`src/rtl/sdrd_pkg.sv`:
```
// Shared definitions for the SDRD byte assembler slice.
//   ACC_BA_HI        : {BA13,BA12} value that qualifies an access
//   DEF_RESYNC_CODE  : default ba_lo value that resynchronises the frame
//   DEF_WIDTH        : default bits per assembled word
//   sdrd_state_t     : frame state, IDLE (no bits collected) / SHIFT
package sdrd_pkg;

  localparam logic [1:0] ACC_BA_HI       = 2'b01;
  localparam logic [3:0] DEF_RESYNC_CODE = 4'hF;
  localparam int         DEF_WIDTH       = 8;

  typedef enum logic {
    IDLE  = 1'b0,
    SHIFT = 1'b1
  } sdrd_state_t;

endpackage

```
`src/rtl/sdrd_byte_assembler_acc_edge_detect.sv`:
```
// Qualified-access detector for the SDRD byte assembler.
// Forms the access qualifier from the bus controls, registers it, and emits
// a single-cycle event on its rising edge so that an access lasting many
// cycles is counted exactly once.
// Ports:
//   clk, rst_n : clock, asynchronous active-low reset
//   sser_n     : serial select, active low
//   ba_hi      : {BA13, BA12}
//   br_w       : access qualifier, 1 = counted
//   acc_evt    : one-cycle pulse on the first cycle of a qualified access
module acc_edge_detect
  import sdrd_pkg::*;
(
  input  logic       clk,
  input  logic       rst_n,
  input  logic       sser_n,
  input  logic [1:0] ba_hi,
  input  logic       br_w,
  output logic       acc_evt
);

  logic acc;
  logic acc_d;

  assign acc     = ~sser_n & (ba_hi == ACC_BA_HI) & br_w;
  // Combinational edge: the event is seen on the first clk edge of the access.
  assign acc_evt = acc & ~acc_d;

  always_ff @(posedge clk or negedge rst_n) begin
    if (!rst_n) begin
      acc_d <= 1'b0;
    end else begin
      acc_d <= acc;
    end
  end

endmodule

```
`src/rtl/sdrd_byte_assembler.sv`:
```
// SDRD byte assembler.
// Samples the serial-data-read bit once per qualified bus access, assembles
// WIDTH bits into a word and offers it to the CPU side through a holding
// register with a valid/ready handshake. A completed word arriving while the
// holding register is still full (and not being consumed) is dropped and
// flagged by the sticky overrun bit. An access with ba_lo == RESYNC_CODE
// restarts the frame instead of shifting.
// Ports:
//   clk, rst_n : clock, asynchronous active-low reset
//   sser_n     : serial select, active low
//   ba_hi      : {BA13, BA12}
//   ba_lo      : {BA7, BA6, BA5, BA4}
//   br_w       : access qualifier, 1 = counted
//   sdrd       : serial data bit, valid during a qualified access
//   clr        : synchronous clear of counter, valid and overrun
//   byte_ready : consumer takes the held word this cycle
//   byte_out   : holding register
//   byte_valid : holding register has an unconsumed word
//   overrun    : sticky, a completed word was dropped
//   bit_cnt    : bits collected in the current frame
module sdrd_byte_assembler
  import sdrd_pkg::*;
#(
  parameter int         WIDTH       = DEF_WIDTH,
  parameter bit         MSB_FIRST   = 1'b1,
  parameter logic [3:0] RESYNC_CODE = DEF_RESYNC_CODE
) (
  input  logic             clk,
  input  logic             rst_n,
  input  logic             sser_n,
  input  logic [1:0]       ba_hi,
  input  logic [3:0]       ba_lo,
  input  logic             br_w,
  input  logic             sdrd,
  input  logic             clr,
  input  logic             byte_ready,
  output logic [WIDTH-1:0] byte_out,
  output logic             byte_valid,
  output logic             overrun,
  output logic [3:0]       bit_cnt
);

  localparam logic [3:0] LAST_BIT = 4'(WIDTH - 1);

  logic acc_evt;

  acc_edge_detect u_acc_edge_detect (
    .clk     (clk),
    .rst_n   (rst_n),
    .sser_n  (sser_n),
    .ba_hi   (ba_hi),
    .br_w    (br_w),
    .acc_evt (acc_evt)
  );

  sdrd_state_t      state_q,    state_d;
  logic [3:0]       bit_cnt_q,  bit_cnt_d;
  logic [WIDTH-1:0] sr_q,       sr_d;
  logic [WIDTH-1:0] hold_q,     hold_d;
  logic             valid_q,    valid_d;
  logic             ovr_q,      ovr_d;

  logic             resync_evt;
  logic             data_evt;
  logic             complete;
  logic [WIDTH-1:0] sr_shift;

  assign resync_evt = acc_evt & (ba_lo == RESYNC_CODE);
  assign data_evt   = acc_evt & (ba_lo != RESYNC_CODE);
  assign complete   = data_evt & (bit_cnt_q == LAST_BIT);
  // The word offered on completion already includes the bit sampled this edge.
  assign sr_shift   = MSB_FIRST ? {sr_q[WIDTH-2:0], sdrd} : {sdrd, sr_q[WIDTH-1:1]};

  always_ff @(posedge clk or negedge rst_n) begin
    if (!rst_n) begin
      state_q   <= IDLE;
      bit_cnt_q <= '0;
      sr_q      <= '0;
      hold_q    <= '0;
      valid_q   <= 1'b0;
      ovr_q     <= 1'b0;
    end else begin
      state_q   <= state_d;
      bit_cnt_q <= bit_cnt_d;
      sr_q      <= sr_d;
      hold_q    <= hold_d;
      valid_q   <= valid_d;
      ovr_q     <= ovr_d;
    end
  end

  always_comb begin
    state_d   = state_q;
    bit_cnt_d = bit_cnt_q;
    sr_d      = sr_q;
    hold_d    = hold_q;
    valid_d   = valid_q;
    ovr_d     = ovr_q;

    if (clr) begin
      // clr overrides events and the handshake; the held word itself is kept.
      state_d   = IDLE;
      bit_cnt_d = '0;
      sr_d      = '0;
      valid_d   = 1'b0;
      ovr_d     = 1'b0;
    end else begin
      if (resync_evt) begin
        state_d   = IDLE;
        bit_cnt_d = '0;
        sr_d      = '0;
      end else if (data_evt) begin
        sr_d = sr_shift;
        if (complete) begin
          state_d   = IDLE;
          bit_cnt_d = '0;
        end else begin
          state_d   = SHIFT;
          bit_cnt_d = bit_cnt_q + 4'd1;
        end
      end

      if (complete) begin
        // A consume on the same edge frees the register, so no overrun.
        if (!valid_q || byte_ready) begin
          hold_d  = sr_shift;
          valid_d = 1'b1;
        end else begin
          ovr_d = 1'b1;
        end
      end else if (valid_q && byte_ready) begin
        valid_d = 1'b0;
      end
    end
  end

  assign byte_out   = hold_q;
  assign byte_valid = valid_q;
  assign overrun    = ovr_q;
  assign bit_cnt    = bit_cnt_q;

endmodule

```
`config.mk`:
```
export PLATFORM = sky130hd
export DESIGN_NAME = sdrd_byte_assembler
export DESIGN_NICKNAME = d
export VERILOG_FILES = /design/src/rtl/sdrd_pkg.sv /design/src/rtl/sdrd_byte_assembler_acc_edge_detect.sv /design/src/rtl/sdrd_byte_assembler.sv
export SDC_FILE = /design/constraint.sdc
export NUM_CORES = 1
export LEC_CHECK = 0
export ABC_AREA = 1
export CAP_MARGIN = 10
export CORE_UTILIZATION = 47
export DETAILED_ROUTE_END_ITERATION = 10
export PLACE_DENSITY = 0.86
export SLEW_MARGIN = 40
export SYNTH_ARGS = -nofsm -noshare
export SYNTH_HDL_FRONTEND = slang
export SYNTH_HIERARCHICAL = 1
export SYNTH_SLANG_ARGS = --single-unit
```
`constraint.sdc`:
```
create_clock -name clk -period 1.72 [get_ports clk]
set_input_delay 0.172 -clock clk [delete_from_list [all_inputs] [get_ports clk]]
set_output_delay 0.172 -clock clk [all_outputs]
set_load 0.01 [all_outputs]
```
==> run summary <==
The run finished with clean final reports. The tools report the floorplan core area as 2000 sq um. The worst-case register-to-register setup slack came out at 0.27 ns. The post-detailed-route wirelength per cell is 10.6 um. The clock root buffer is clkbuf_4.

The power density relative to cell area works out to 617 nW/um^2. The xor/xnor cell area share of the yosys netlist works out to 0%. In this run the cell area of the synthesized design comes to 1020 sq um. Share of the synthesized area in compound gates (AO/OA/AOI/OAI): 5.39%.

Slowest stage cell on the critical path: clkdlybuf4s50_1. The largest total area in the synthesized netlist belongs to dfrtp_1. For the filler cell count, the log shows 152. The count of max-cap constraint violations is 0, and the final worst slack is 0.229 ns.

At the pin with the least slew margin, the transition time is 0.376 ns. The final layout contains routed wiring with a total length of 1.91 mm. The critical path goes through clkdlybuf4s50_1. The via count of the first global-routing pass is 880. The post-CTS repair timing setup buffer count was 0.

The mean cell area of the mapped netlist came out at 8.44 sq um. Setup violations remaining at the end of the flow were counted as 0. Synthesized-area fraction occupied by and/or/nand/nor cells: 32.0%. The tools report the number of buffers inserted by hold repair at cts as 0. By count the netlist is led by nand2_1 (42), dfrtp_1 (22), inv_1 (13), nand3_1 (10), nand4_1 (9). In this run the count of I/O pins placed on the die edge is 27. After detailed placement, the design holds a cell count of 177. The startpoint identified for the worst register-to-register timing path is bit_cnt[0]. Counting every sink on the clock net gives 22. The non-filler instance count after layout was 180; the net switching component of the power was 0.191 mW. The finished cells cover 1360 sq um.

STA classifies the critical path endpoint as an output pin. After global routing the overflow that remains totals 0. For the minimum setup slack after placement, the log shows 0.127 ns. Global routing used 19.5% of the available tracks across all layers.

The starting density of the core is 51.0%. Entering global routing, the biggest net connects 23 pins. The average via count per standard cell was 5.00.

STA puts the critical path data arrival time at 1.32 ns. The net count of the finished layout is 169. Total power draw: 0.839 mW.

The maximum clock frequency is 671 MHz. The H-tree depth is 1, and the final period demand of the worst path is 1.49 ns. The maximum cell stage delay along the critical path came out at 0.57 ns.

STA classifies the critical path startpoint as a flip-flop. For the TritonCTS buffer count, the log shows 3. Most frequent cell after synthesis: nand2_1. The prevailing post-synth register cell was dfrtp_1. The tightest hold path in the finished design has a slack of 0.201 ns.

0 antenna diodes ended up in the layout. Internal power comes to 0.648 mW. After clock tree synthesis, the clock-pin slew on the worst setup and hold paths is 0.11 ns.

On the critical path the largest part of the delay comes from buffers and inverters. Measured along the y axis, the die boundary spans 48.6 um. The tools report the post-CTS resize count as 0. The maximum clock insertion buffer count came out at 2. In the synthesized netlist the async set-or-reset flop fraction comes to 100%. Across the routed clock network, the largest skew measured is 0.00262 ns. In this run, the number of DRC markers left after iteration 0 of detailed routing was 7. The share of the cycle needed by the critical path after routing is 86.7%. In this run, synthesis produced a sequential element count of 22.

From left edge to right edge, the die measures 48.6 um. By area, the combinational part of the netlist is dominated by simple AND/OR/NAND/NOR gates. The logs give 0 for the number of design rule violations left after detail routing and 30.8% for the global routing usage on met2. The number of cells on the worst reg-to-reg path works out to 7. The final setup TNS came out at 0 ns. The global routing usage on met1 was 26.1%; the die area was 2360 sq um.

TritonCTS built the clock tree. The number of slew-limit violations in the final report came out at 0. The met3 track demand over resource in global routing is 3.14%, and the number of buffers and inverters on the critical path is 1. In this run, synthesis inferred 0 flip-flops with an integrated enable. Summing all placed instances gives a cell area of 1340 sq um.

Yosys mapped the design onto 16 distinct sky130hd cell types. The highest-utilization routing layer at the global route stage was met2. The part of the power in the clock network is 26.5%, and the area fraction of the dominant cell type after synthesis is 53.9%.

The tools report the final core utilization as 67.9%. The type of the tightest min-delay check is in2async. Compared with the post-synthesis result, the final layout area differs by 33.1%. The maximum net fanout on the critical path is 6, and the sequential element share of the synthesized area is 53.9%. The tools report the sequential group share of total power as 63.0%. The clock reaches the later pin of the worst-skew pair after 0.30 ns. Number of rows in the core area: 16.

The worst setup path is of the reg2out kind. The number of endpoints with negative hold slack in the final report was 0; the number of buffers inserted by port buffering was 26. The synthesized netlist devotes 1.23% of its cell area to adder and majority cells.

STA puts the critical path data required time at 1.55 ns. At the end of routability-driven placement, the weighted congestion stood at 0.754. Worst slew margin relative to its limit: 74.9%.

By area the synthesized netlist is led by dfrtp_1 (54%), nand2_1 (15%), nand4_1 (5.5%). Yosys printed 6 warnings. Detailed placement ended at an HPWL of 1.51 mm.

The cell count after synthesis came out at 121. The tools report the worst ir drop on vdd as 0.457 mV. The fraction of layout cells with a size suffix above 1 was 9.80%. In this run the critical register-to-register path is captured at byte_out[3]. Multiplexer cells account for 0% of the synthesized area. The run gives 0.676 nW as the leakage power figure. Once detail routing completed, the nets flagged for antenna violations numbered 0. Synthesis produced a netlist with a net count of 135. Setup repair after global routing left no endpoint under its margin. The detailed router placed 900 vias in this run.

Number of antenna violations at the first check in global routing: 0. In this run switching power makes up 22.8% of total power. The tools report the combinational group share of total power as 10.5%. The number of detailed-route iterations in the first pass is 4.

The first global-routing pass estimated 3.62 mm of wire.
layout by cell type (no fill, tap or decap), drive strengths merged:
cell type      synthesis  final
nand4                  9      9
nor2                   8      8
ha                     1      1
clkbuf                 0      3
o21ai                  7      7
a21oi                  4      4
nand2                 42     42
dfrtp                 22     22
clkdlybuf4s50          0     26
buf                    3      6
nand3                 11     11
inv                   14     14
cells by family (layout without fill, tap and decap cells):
group                    after synthesis  in the layout
adder cells (fa/ha/maj)                1              1
buffers and inverters                 17             49
AND/OR/NAND/NOR                       70             70
AO/OA/AOI/OAI                         11             11
flip-flops                            22             22
worst max path at each step:
| stage | depth (start not counted) | end | from | slack, ns |
|---|---|---|---|---|
| after floorplan | 7 | byte_out[0] | bit_cnt[0] | 0.43 |
| after global placement | 10 | sr_q[3] | ba_hi[0] | 0.17 |
| after detailed placement | 10 | sr_q[5] | ba_hi[0] | 0.13 |
| after CTS | 1 | bit_cnt[0] | bit_cnt[0] | 0.23 |
| after global routing | 7 | byte_out[6] | bit_cnt[0] | 0.09 |
| final | 1 | bit_cnt[0] | bit_cnt[0] | 0.23 |
power by group through the flow:
stage	registers (mW)	clock network (mW)	logic [mW]
final	0.528	0.222	0.0880
after global routing	0.530	0.248	0.0992
after CTS	0.528	0.228	0.0889
after detailed placement	0.538	0	0.0887
after global placement	0.538	0	0.0875
after floorplan	0.539	0	0.0315
final cells by class:
| class | instances | area [sq um] | area share [%] |
|---|---|---|---|
| clock buffers | 3 | 22.5 | 1.66 |
| inverters | 14 | 52.6 | 3.87 |
| multi-input cells | 82 | 394 | 29.0 |
| flip-flops and latches | 22 | 551 | 40.5 |
| well taps | 27 | 33.8 | 2.49 |
| repair buffers | 32 | 305 | 22.5 |
state kept, by name, indices dropped and copies added (netlist names):
register,cells
bit_cnt,4
byte_out,8
byte_valid,1
overrun,1
sr_q,7
u_acc_edge_detect/acc_d,1
per-layer routing:
| metal | vias to the layer above | part of all wire, % | routed length [um] |
|---|---|---|---|
| met1 | 413 | 46 | 878 |
| met2 | 26 | 48 | 906 |
| met3 | 5 | 4.3 | 81 |
| met4 | 0 | 2.0 | 38 |
| li1 | 456 | - | - |
| met5 | - | 0 | 0 |
Power figures use the tool's default switching activity.
